[src/rtl/rsa_uart_pkg.sv]
// Shared types and constants for the RSA UART frame sequencer.
package rsa_uart_pkg;

  localparam int N_DEFAULT = 16;
  localparam int BYTE_W    = 8;

  typedef enum logic [2:0] {
    S_MSG   = 3'd0,
    S_EXP   = 3'd1,
    S_MOD   = 3'd2,
    S_START = 3'd3,
    S_WAIT  = 3'd4,
    S_SEND  = 3'd5
  } seq_state_t;

endpackage

[src/rtl/rsa_uart_sequencer_serializer.sv]
// Result shift register: loads the engine result, then emits it MSB byte first
// on each send strobe; last_o flags that the pending send is the final byte.
module result_serializer
  import rsa_uart_pkg::*;
#(
  parameter int N      = N_DEFAULT,
  parameter int NBYTES = N / BYTE_W,
  parameter int BCNT_W = $clog2(NBYTES) + 1
) (
  input  logic              clk_i,
  input  logic              rst_i,
  input  logic              load_i,
  input  logic [N-1:0]      result_i,
  input  logic              send_i,
  output logic [BYTE_W-1:0] tx_byte_o,
  output logic              last_o
);

  logic [N-1:0]      shift_q;
  logic [BCNT_W-1:0] cnt_q;
  logic [BYTE_W-1:0] byte_q;

  always_ff @(posedge clk_i or posedge rst_i) begin
    if (rst_i) begin
      shift_q <= '0;
      cnt_q   <= '0;
      byte_q  <= '0;
    end else if (load_i) begin
      shift_q <= result_i;
      cnt_q   <= '0;
    end else if (send_i) begin
      byte_q  <= shift_q[N-1 -: BYTE_W];
      shift_q <= shift_q << BYTE_W;
      cnt_q   <= cnt_q + 1'b1;
    end
  end

  assign tx_byte_o = byte_q;
  assign last_o    = (cnt_q == BCNT_W'(NBYTES - 1));

endmodule

[src/rtl/rsa_uart_sequencer.sv]
// Frame controller: collects message/exponent/modulus words, launches the
// modexp engine, and streams the result to the UART transmitter.
//
//   state   | meaning
//   S_MSG   | waiting for message word (reset state)
//   S_EXP   | waiting for exponent word
//   S_MOD   | waiting for modulus word
//   S_START | engine start pulse asserted
//   S_WAIT  | waiting for engine completion
//   S_SEND  | streaming result bytes, paced by tx_busy
module rsa_uart_sequencer
  import rsa_uart_pkg::*;
#(
  parameter int N      = N_DEFAULT,
  parameter int NBYTES = N / BYTE_W,
  parameter int BCNT_W = $clog2(NBYTES) + 1
) (
  input  logic              iCE_CLK,
  input  logic              rst,
  input  logic              word_valid,
  input  logic [N-1:0]      word_in,
  output logic              eng_start,
  output logic [N-1:0]      eng_msg,
  output logic [N-1:0]      eng_exp,
  output logic [N-1:0]      eng_mod,
  input  logic              eng_done,
  input  logic [N-1:0]      eng_result,
  output logic [BYTE_W-1:0] tx_byte,
  output logic              tx_valid,
  input  logic              tx_busy,
  output logic              busy,
  output logic              err_overrun
);

  seq_state_t   state_q;
  logic         eng_start_q;
  logic [N-1:0] msg_q, exp_q, mod_q;
  logic         tx_valid_q;
  logic         err_q;
  logic         send_w;
  logic         load_w;
  logic         last_w;

  assign busy   = (state_q == S_START) || (state_q == S_WAIT) || (state_q == S_SEND);
  // tx_valid itself blocks a send, which enforces the 2-cycle minimum spacing
  assign send_w = (state_q == S_SEND) && !tx_busy && !tx_valid_q;
  assign load_w = (state_q == S_WAIT) && eng_done;

  always_ff @(posedge iCE_CLK or posedge rst) begin
    if (rst) begin
      state_q     <= S_MSG;
      eng_start_q <= 1'b0;
      msg_q       <= '0;
      exp_q       <= '0;
      mod_q       <= '0;
      tx_valid_q  <= 1'b0;
      err_q       <= 1'b0;
    end else begin
      eng_start_q <= 1'b0;
      tx_valid_q  <= send_w;
      case (state_q)
        S_MSG: if (word_valid) begin
          msg_q   <= word_in;
          state_q <= S_EXP;
        end
        S_EXP: if (word_valid) begin
          exp_q   <= word_in;
          state_q <= S_MOD;
        end
        S_MOD: if (word_valid) begin
          mod_q       <= word_in;
          eng_start_q <= 1'b1;
          state_q     <= S_START;
        end
        S_START: state_q <= S_WAIT;
        S_WAIT:  if (eng_done) state_q <= S_SEND;
        S_SEND:  if (send_w && last_w) state_q <= S_MSG;
        default: state_q <= S_MSG;
      endcase
      if (word_valid && busy) err_q <= 1'b1;
    end
  end

  result_serializer #(
    .N      (N),
    .NBYTES (NBYTES),
    .BCNT_W (BCNT_W)
  ) u_ser (
    .clk_i     (iCE_CLK),
    .rst_i     (rst),
    .load_i    (load_w),
    .result_i  (eng_result),
    .send_i    (send_w),
    .tx_byte_o (tx_byte),
    .last_o    (last_w)
  );

  assign eng_start   = eng_start_q;
  assign eng_msg     = msg_q;
  assign eng_exp     = exp_q;
  assign eng_mod     = mod_q;
  assign tx_valid    = tx_valid_q;
  assign err_overrun = err_q;

endmodule
[config.mk]
export PLATFORM = sky130hd
export DESIGN_NAME = rsa_uart_sequencer
export DESIGN_NICKNAME = d
export VERILOG_FILES = /design/src/rtl/rsa_uart_pkg.sv /design/src/rtl/rsa_uart_sequencer_serializer.sv /design/src/rtl/rsa_uart_sequencer.sv
export SDC_FILE = /design/constraint.sdc
export NUM_CORES = 1
export LEC_CHECK = 0
export BUFFER_PORTS_ARGS = -buffer_cell sky130_fd_sc_hd__buf_2
export CORE_MARGIN = 3
export CORE_UTILIZATION = 25
export CTS_BUF_LIST = sky130_fd_sc_hd__clkbuf_8 sky130_fd_sc_hd__clkbuf_16
export DETAILED_ROUTE_END_ITERATION = 6
export GPL_TIMING_DRIVEN = 1
export PLACE_DENSITY = 0.55
export SLEW_MARGIN = 25
export SYNTH_ARGS = -nofsm -noshare
export SYNTH_HDL_FRONTEND = slang
export SYNTH_SLANG_ARGS = --single-unit
export TNS_END_PERCENT = 30
[constraint.sdc]
create_clock -name iCE_CLK -period 5.1 [get_ports iCE_CLK]
set_input_delay 0.51 -clock iCE_CLK [delete_from_list [all_inputs] [get_ports iCE_CLK]]
set_output_delay 0.51 -clock iCE_CLK [all_outputs]
set_load 0.005 [all_outputs]
=== Word level (Yosys, flattened, before mapping) ===
Index checks and enable logic that the tools add are counted.

* Input port bits: 37
* Output and inout port bits: 60
* Register bits: 80
* Logic and storage cells: 51

* Eq/ne operators: 11
* Bitwise logic cells: 1
* Add/sub/neg operators: 1
* Muxes and demuxes: 12
* Reduce and logical (&&, ||, !) cells: 16

{| class="wikitable"
|+ Operators with widths
! cell !! count
|-
| $mux W16 || 2
|-
| $pmux W3 S6 || 1
|-
| $mux W3 || 5
|-
| $ne A2 B2 Y1 const B || 4
|-
| $reduce_and A2 Y1 || 4
|-
| $eq A3 B2 Y1 const B || 2
|-
| $eq A3 B3 Y1 const B || 2
|-
| $logic_and A1 B1 Y1 || 5
|-
| $reduce_and A5 Y1 || 1
|-
| $mux W2 || 2
|-
| $eq A3 B1 Y1 const B || 1
|-
| $logic_not A3 Y1 || 1
|-
| $add A2 B1 Y2 const B || 1
|-
| $eq A2 B1 Y1 const B || 1
|-
| $logic_not A1 Y1 || 2
|-
| $logic_or A1 B1 Y1 || 2
|-
| $mux W1 || 2
|-
| $ne A2 B1 Y1 const B || 1
|-
| $reduce_bool A2 Y1 || 1
|-
| $not A1 Y1 || 1
|}

=== Logic depth before layout (Yosys ltp) ===
Gate-level depths: netlist (run 1).

* Depth in word-level cells: 6
* Mapped depth: 6
* Gate-level depth less buffers: 4

=== By module ===
A second synthesis (run 1) with hierarchy kept.

* Cells, all modules: 224
* Area, all modules: 3390.8 um2

{| class="wikitable"
|+ Modules (own cells, without submodules)
! module !! cells each !! area each (um2) !! sequential area each (um2) !! instances
|-
| rsa_uart_sequencer || 129 || 2242.2 || 1351.3 || 1
|-
| result_serializer || 95 || 1148.6 || 650.6 || 1
|}

=== Worst setup path before layout (run 1) ===
OpenSTA, ideal clock, no wires.

* Path kind: register to register
* Start point: reg state_q[2]
* End point: reg mod_q[0], in the netlist eng_mod[0]
* Clock period less this slack: 1.557 ns
* Buffers on the path: 3
* Setup slack: 3.543 ns
* Arrival time: 1.433 ns
* Library setup time: 0.125 ns
* Data required time: 4.975 ns
* Cell stages (with the launch flop): 7
* Path through: dfrtp_1 buf_4 nor3b_2 and2_1 buf_4 buf_6 mux2_2

* Word-level cells in the longest chain between the ends: 2

{| class="wikitable"
|+ RTL lines
! item !! RTL line !! source
|-
| start, declared || rsa_uart_sequencer.sv:35 || <nowiki>seq_state_t state_q;</nowiki>
|-
| start signal, assigned || rsa_uart_sequencer.sv:51 || <nowiki>state_q <= S_MSG;</nowiki>
|-
| start signal, assigned || rsa_uart_sequencer.sv:64 || <nowiki>state_q <= S_EXP;</nowiki>
|-
| start signal, assigned || rsa_uart_sequencer.sv:68 || <nowiki>state_q <= S_MOD;</nowiki>
|-
| $eq A3 B2 Y1 || rsa_uart_sequencer.sv:61 || <nowiki>case (state_q)</nowiki>
|-
| $reduce_and A2 Y1 (no line) || -- ||
|-
| end signal, assigned || rsa_uart_sequencer.sv:71 || <nowiki>mod_q <= word_in;</nowiki>
|-
| end, declared || rsa_uart_sequencer.sv:37 || <nowiki>logic [N-1:0] msg_q, exp_q, mod_q;</nowiki>
|}

No other way between the ends.
A chain may end at the register's enable or synchronous reset.

=== Final worst setup path (run 1) ===
* Start point: reg state_q[2]
* End point: reg mod_q[5], in the netlist eng_mod[5]

Same word-level chain as after synthesis.

==> results of run 1 <==
## state kept, by name, indices dropped and copies added, names as in the netlist
register	flops
u_ser.shift_q	16
state_q	3
eng_msg	16
tx_valid	1
eng_mod	16
eng_start	1
err_overrun	1
u_ser.tx_byte_o	8
u_ser.cnt_q	2
eng_exp	16
## kinds of logic after synthesis
group           count (synthesis)
compound gates                 21
fa+ha+maj                       1
buf+inv                        15
flops                          80
mux                            58
simple gates                   42
## per-layer routing
layer	track usage	up-vias	wire length, um
met5	0	-	0
met4	0.0434	0	121
met3	0.0394	9	442
met2	0.155	63	3070
met1	0.129	1021	3110
li1	-	950	-
## final cells by class
class                   count  area, um^2  share of cell area
clock buffers              10         239              0.0588
clock inverters             4        22.5             0.00554
inverters                   3        12.5             0.00308
multi-input cells         122        1080               0.266
flip-flops and latches     80        2000               0.493
well taps                 168         210              0.0517
repair buffers             98         495               0.122
## synthesized netlist by cell type, types with 2 or more instances
| cell | number |
|---|---|
| sky130_fd_sc_hd__a221o_1 | 8 |
| sky130_fd_sc_hd__and2_1 | 11 |
| sky130_fd_sc_hd__buf_12 | 2 |
| sky130_fd_sc_hd__buf_4 | 4 |
| sky130_fd_sc_hd__buf_6 | 3 |
| sky130_fd_sc_hd__dfrtp_1 | 80 |
| sky130_fd_sc_hd__inv_1 | 3 |
| sky130_fd_sc_hd__mux2_2 | 56 |
| sky130_fd_sc_hd__nand2_1 | 18 |
| sky130_fd_sc_hd__nand2b_1 | 2 |
| sky130_fd_sc_hd__nand3b_1 | 2 |
| sky130_fd_sc_hd__nor2_1 | 2 |
| sky130_fd_sc_hd__o21ai_0 | 9 |
## metrics by stage
stage,instances,worst slack (ps)
2_1_floorplan,217,2540
3_3_place_gp,471,2890
3_5_place_dp,471,2950
4_1_cts,485,3000
5_1_grt,485,2830
6_report,485,2980
## worst min-delay path by stage
stage	end
floorplan	err_overrun
global placement	err_overrun
CTS	u_ser.tx_byte_o[3]
detailed placement	err_overrun
finish	u_ser.shift_q[11]
global route	u_ser.shift_q[7]
## power by group through the flow
stage          Sequential (mW)  Combinational (mW)  Clock [mW]
2_1_floorplan             1.10               0.473           0
3_3_place_gp              1.11               0.776           0
3_5_place_dp              1.12               0.794           0
4_1_cts                   1.11               0.796       0.600
5_1_grt                   1.15               0.869       0.623
6_report                  1.10               0.776       0.574
==> flow_summary.ini, run 1 <==
[run_status]
outcome = complete, no violations

[timing]
final_min_period_over_clock_period = 0.416
worst-slew-pin-transition_ps = 993
timing.max_slew.rel_slack = 0.338
post-route-min-period_ps = 2120
setup_viol = 0
finalSetupTns_ps = 0
fmax_mhz = 471
hold_viol_final = 0
timing.clock.skew_ps = 5.33
report.final.slew_viol_count = 0
grt_setup_unrepaired = no
worst_case_hold_slack_ps = 236

[cts]
clock_tree.root_cell = sky130_fd_sc_hd__clkbuf_16
post_cts_buffers = 0
cts_tree = built
numCtsBuffers = 9
postCtsResizedCells = 0
clkTransAtPathRegs_ps = 60
cts_buffer_depth = 2
htree_levels = 3
tritoncts_num_sinks = 80
worst_skew_pair.late_latency_ps = 330
holdBufCountCts = 0

[synth]
synthCells = 217
combinational_family_with_the_most_area_after_synthesis = multiplexers
synth_area_leaders = sky130_fd_sc_hd__dfrtp_1 62%, sky130_fd_sc_hd__mux2_2 20%, sky130_fd_sc_hd__a221o_1 2.5%
yosys-mux-area-fraction = 0.205
async_reset_ff_frac = 1.00
ys_seq_area_frac = 0.625
post_synth_and_or_nand_nor_area_fraction = 0.0781
synth_enable_flop_cells = 0
yosys_warnings = 0
synthDominantAreaCellType = sky130_fd_sc_hd__dfrtp_1
synthDominantCellAreaShare = 0.625
synth.avg_cell_area_um2 = 14.8
yosys_most_used_dff = sky130_fd_sc_hd__dfrtp_1
ys_ff_latch = 80
mappedNetlistNets = 255
synth_fa_ha_area_frac = 0.00390
synth_compound_gate_area_share = 0.0492
syn_area_um2 = 3210
synth_xor_area_frac = 0
synth_cell_types = 30

[worst_setup_path]
required_ps = 5310
r2r_slack_ps = 2980
worstReg2RegEnd = eng_mod[5]
timing.critical_path.from = state_q[2]
critPathBufInv = 0
endpoint_kind = flip-flop
cp_num_cells = 3
cpPeakStageDelay_ps = 810
rr_startpoint = state_q[2]
worstSetupEndpoint = eng_mod[5]
worst_path_max_delay_cell = sky130_fd_sc_hd__and2_1
path_max_fanout = 17
worst_path_dominant_cell_family = simple AND/OR/NAND/NOR gates
worst_setup_path_start_kind = flip-flop
critical_path_arrival_ps = 2330
crit_type = flip-flop to flip-flop
worstRegToRegCells = 3
timing.critical_path.cells = nor3b_2, and2_1, mux2_2

[placed_design]
placed_area_um2 = 3800
detailed_place_hpwl_um = 4710
gp_congestion = 0.733
place.port_buffers = 96

[drt]
detailedRoute.firstPassIterationCount = 4
vias_after_detailed_routing = 2043
route.final.wire_length_um = 6740
route.detailed.drc = 0
detail_route.iter0.violations = 76
postRouteAntennaNets = 0
vias_per_cell = 4.21
routedWlPerCell_um = 13.9

[power_and_ir_drop]
vdd.ir_drop.worst_mv = 0.186
p_sw_uw = 721
seqPwrFrac = 0.449
clkPwrFrac = 0.234
total_power_mw = 2.45
p_comb_frac = 0.317
power.density_cell_area_nw_per_um2 = 603
power_leakage_nw = 1.90
swShare = 0.294
cellInternalPower_mw = 1.73

[global_routing]
grt_first_pass_wirelength_um = 11300
antenna_found_initial = 0
grt_start_max_net_pins = 47
number_of_global_route_vias_before_repair = 2178
grt_usage = 0.102
gr-total-overflow = 0

[die]
die-area_um2 = 14200
initial_utilization = 0.261
floorplan.io_pins = 97
chipHeight_um = 119
die_width_um = 119
rows = 40
core_region_area_um2 = 12300

[finish]
final_net_count = 352
layout.cells.most_common_list = 96 x sky130_fd_sc_hd__buf_2, 80 x sky130_fd_sc_hd__dfrtp_1, 56 x sky130_fd_sc_hd__mux2_2
mostFrequentLayoutCell = sky130_fd_sc_hd__buf_2
antenna_cells = 0
post_route_cells_drive_above_1_share = 0.555
synthesis_to_layout_area_growth_pct = 26.8
fillerInstances = 1221
layout.core_utilization = 0.331
fin_area_um2 = 4060

[flow_run]
timing.max_cap.violations = 0

[worst_hold_path]
classification_of_the_worst_slack_hold_path = input pin to async pin
No activity file was read; power rests on OpenSTA's default activity.
==> run 2, diff against run 1 <==
- clock period: 5.1 -> 2 ns (I/O delays scaled with it)
==> flow_summary.ini, run 2 (synthesis results as in run 1) <==
[run_status]
outcome = complete, no violations

[die]
chipHeight_um = 119
initial_utilization = 0.261
die-area_um2 = 14200
core_region_area_um2 = 12300
die_width_um = 119
rows = 40
floorplan.io_pins = 97

[worst_setup_path]
cpPeakStageDelay_ps = 490
crit_type = flip-flop to flip-flop
worst_path_max_delay_cell = sky130_fd_sc_hd__dfrtp_1
critPathBufInv = 0
timing.critical_path.cells = nor3b_4, and3_4, mux2_2
timing.critical_path.from = state_q[0]
critical_path_arrival_ps = 1910
rr_startpoint = state_q[0]
path_max_fanout = 27
worst_setup_path_start_kind = flip-flop
required_ps = 2220
worst_path_dominant_cell_family = simple AND/OR/NAND/NOR gates
endpoint_kind = flip-flop

[finish]
layout.cells.most_common_list = 96 x sky130_fd_sc_hd__buf_2, 80 x sky130_fd_sc_hd__dfrtp_1, 56 x sky130_fd_sc_hd__mux2_2
antenna_cells = 0
post_route_cells_drive_above_1_share = 0.562
final_non_filler_cells = 492
synthesis_to_layout_area_growth_pct = 30.4
layout.core_utilization = 0.341
mostFrequentLayoutCell = sky130_fd_sc_hd__buf_2
final_net_count = 357

[drt]
vias_per_cell = 4.24
route.final.wire_length_um = 7040
routedWlPerCell_um = 14.3
route.detailed.drc = 0
detail_route.iter0.violations = 105
vias_after_detailed_routing = 2086
detailedRoute.firstPassIterationCount = 4
postRouteAntennaNets = 0

[cts]
worst_skew_pair.late_latency_ps = 330
cts_tree = built
post_cts_buffers = 0
tritoncts_num_sinks = 80
clkTransAtPathRegs_ps = 60
htree_levels = 3
clock_tree.root_cell = sky130_fd_sc_hd__clkbuf_16
cts_buffer_depth = 2
numCtsBuffers = 9

[timing]
fmax_mhz = 590
setup_viol = 0
final_min_period_over_clock_period = 0.847
timing.clock.skew_ps = 4.72
finalSetupTns_ps = 0
timing.max_slew.rel_slack = 0.642
worst-slew-pin-transition_ps = 535
report.final.slew_viol_count = 0
hold_viol_final = 0
setup_ws_ps = 306
post-route-min-period_ps = 1690
grt_setup_unrepaired = no

[worst_hold_path]
classification_of_the_worst_slack_hold_path = input pin to flip-flop
hp-start = eng_result[1]

[global_routing]
gr-total-overflow = 0
grt_first_pass_wirelength_um = 11400
grt_usage = 0.104
number_of_global_route_vias_before_repair = 2155
grt_start_max_net_pins = 38
antenna_found_initial = 0

[power_and_ir_drop]
vdd.ir_drop.worst_mv = 0.757
power_leakage_nw = 1.94
total_power_mw = 6.49
power.density_cell_area_nw_per_um2 = 1550

[placed_design]
detailedPlace.worstSlack_ps = 311
place.port_buffers = 96
dp_cells = 475
detailed_place_hpwl_um = 4850
gp_congestion = 0.708

[flow_run]
timing.max_cap.violations = 0
## run 2: changes by cell type in the layout (fill, tap and decap cells not counted), sizes merged
cell         change
clkbuf           -1
buf              +4
inv              +1
clkinvlp         +3
bufinv           +1
dlygate4sd3      +1
clkinv           -2
## run 2: path summary, 6_finish.rpt
kind / slack (ps) / to / cells past startpoint
worst max-delay path: 310 / u_ser.tx_byte_o[2] / 3
worst min-delay path: 70 / u_ser.shift_q[1] / 3
worst max register to register: 310 / u_ser.tx_byte_o[2] / 3
worst min register to register: 460 / err_overrun / 1
max in group asynchronous: 900 / eng_exp[12] / 4
min in group asynchronous: 420 / u_ser.tx_byte_o[6] / 3
## run 2: cell type report
cell class | count | area (um^2)
sequential | 80 | 2000
timing repair buffer | 103 | 573
clock buffer | 9 | 225
clock inverter | 7 | 71.3
multi-input combinational | 122 | 1080
inverter | 3 | 15.0
fill | 1214 | 8080
tap | 168 | 210
## run 2: per-stage QoR
step           instance area, um^2  hold slack (ps)
2_1_floorplan                 3210              317
3_3_place_gp                  3870              238
3_5_place_dp                  3870              241
6_report                      4180             71.5
5_1_grt                       4180             71.8
4_1_cts                       4180             58.6
## run 2: worst reg2reg max path, cell delays in order (launching register included)
cell	delay, ps
sky130_fd_sc_hd__dfrtp_1	490
sky130_fd_sc_hd__nor3b_4	280
sky130_fd_sc_hd__and3_4	420
sky130_fd_sc_hd__mux2_2	380
## run 2: what timing repair did
action | in CTS | in global routing
gates resized for setup | 0 | 0
hold buffers | 1 | 0
endpoints found under the hold margin | 16 | 0
## run 2: metal layers
metal / global-route usage / vias to the layer above / part of all wire
met3: 0.0385 / 8 / 0.055
met4: 0.0456 / 0 / 0.015
li1: - / 974 / -
met1: 0.128 / 1042 / 0.45
met5: 0 / - / 0
met2: 0.162 / 62 / 0.48
## run 2: power by group
part | leakage (nW) | switching, mW | internal [mW]
clock network | 0.138 | 0.649 | 0.965
logic | 0.822 | 0.837 | 1.23
registers | 0.982 | 0.427 | 2.38
total | 1.94 | 1.91 | 4.58
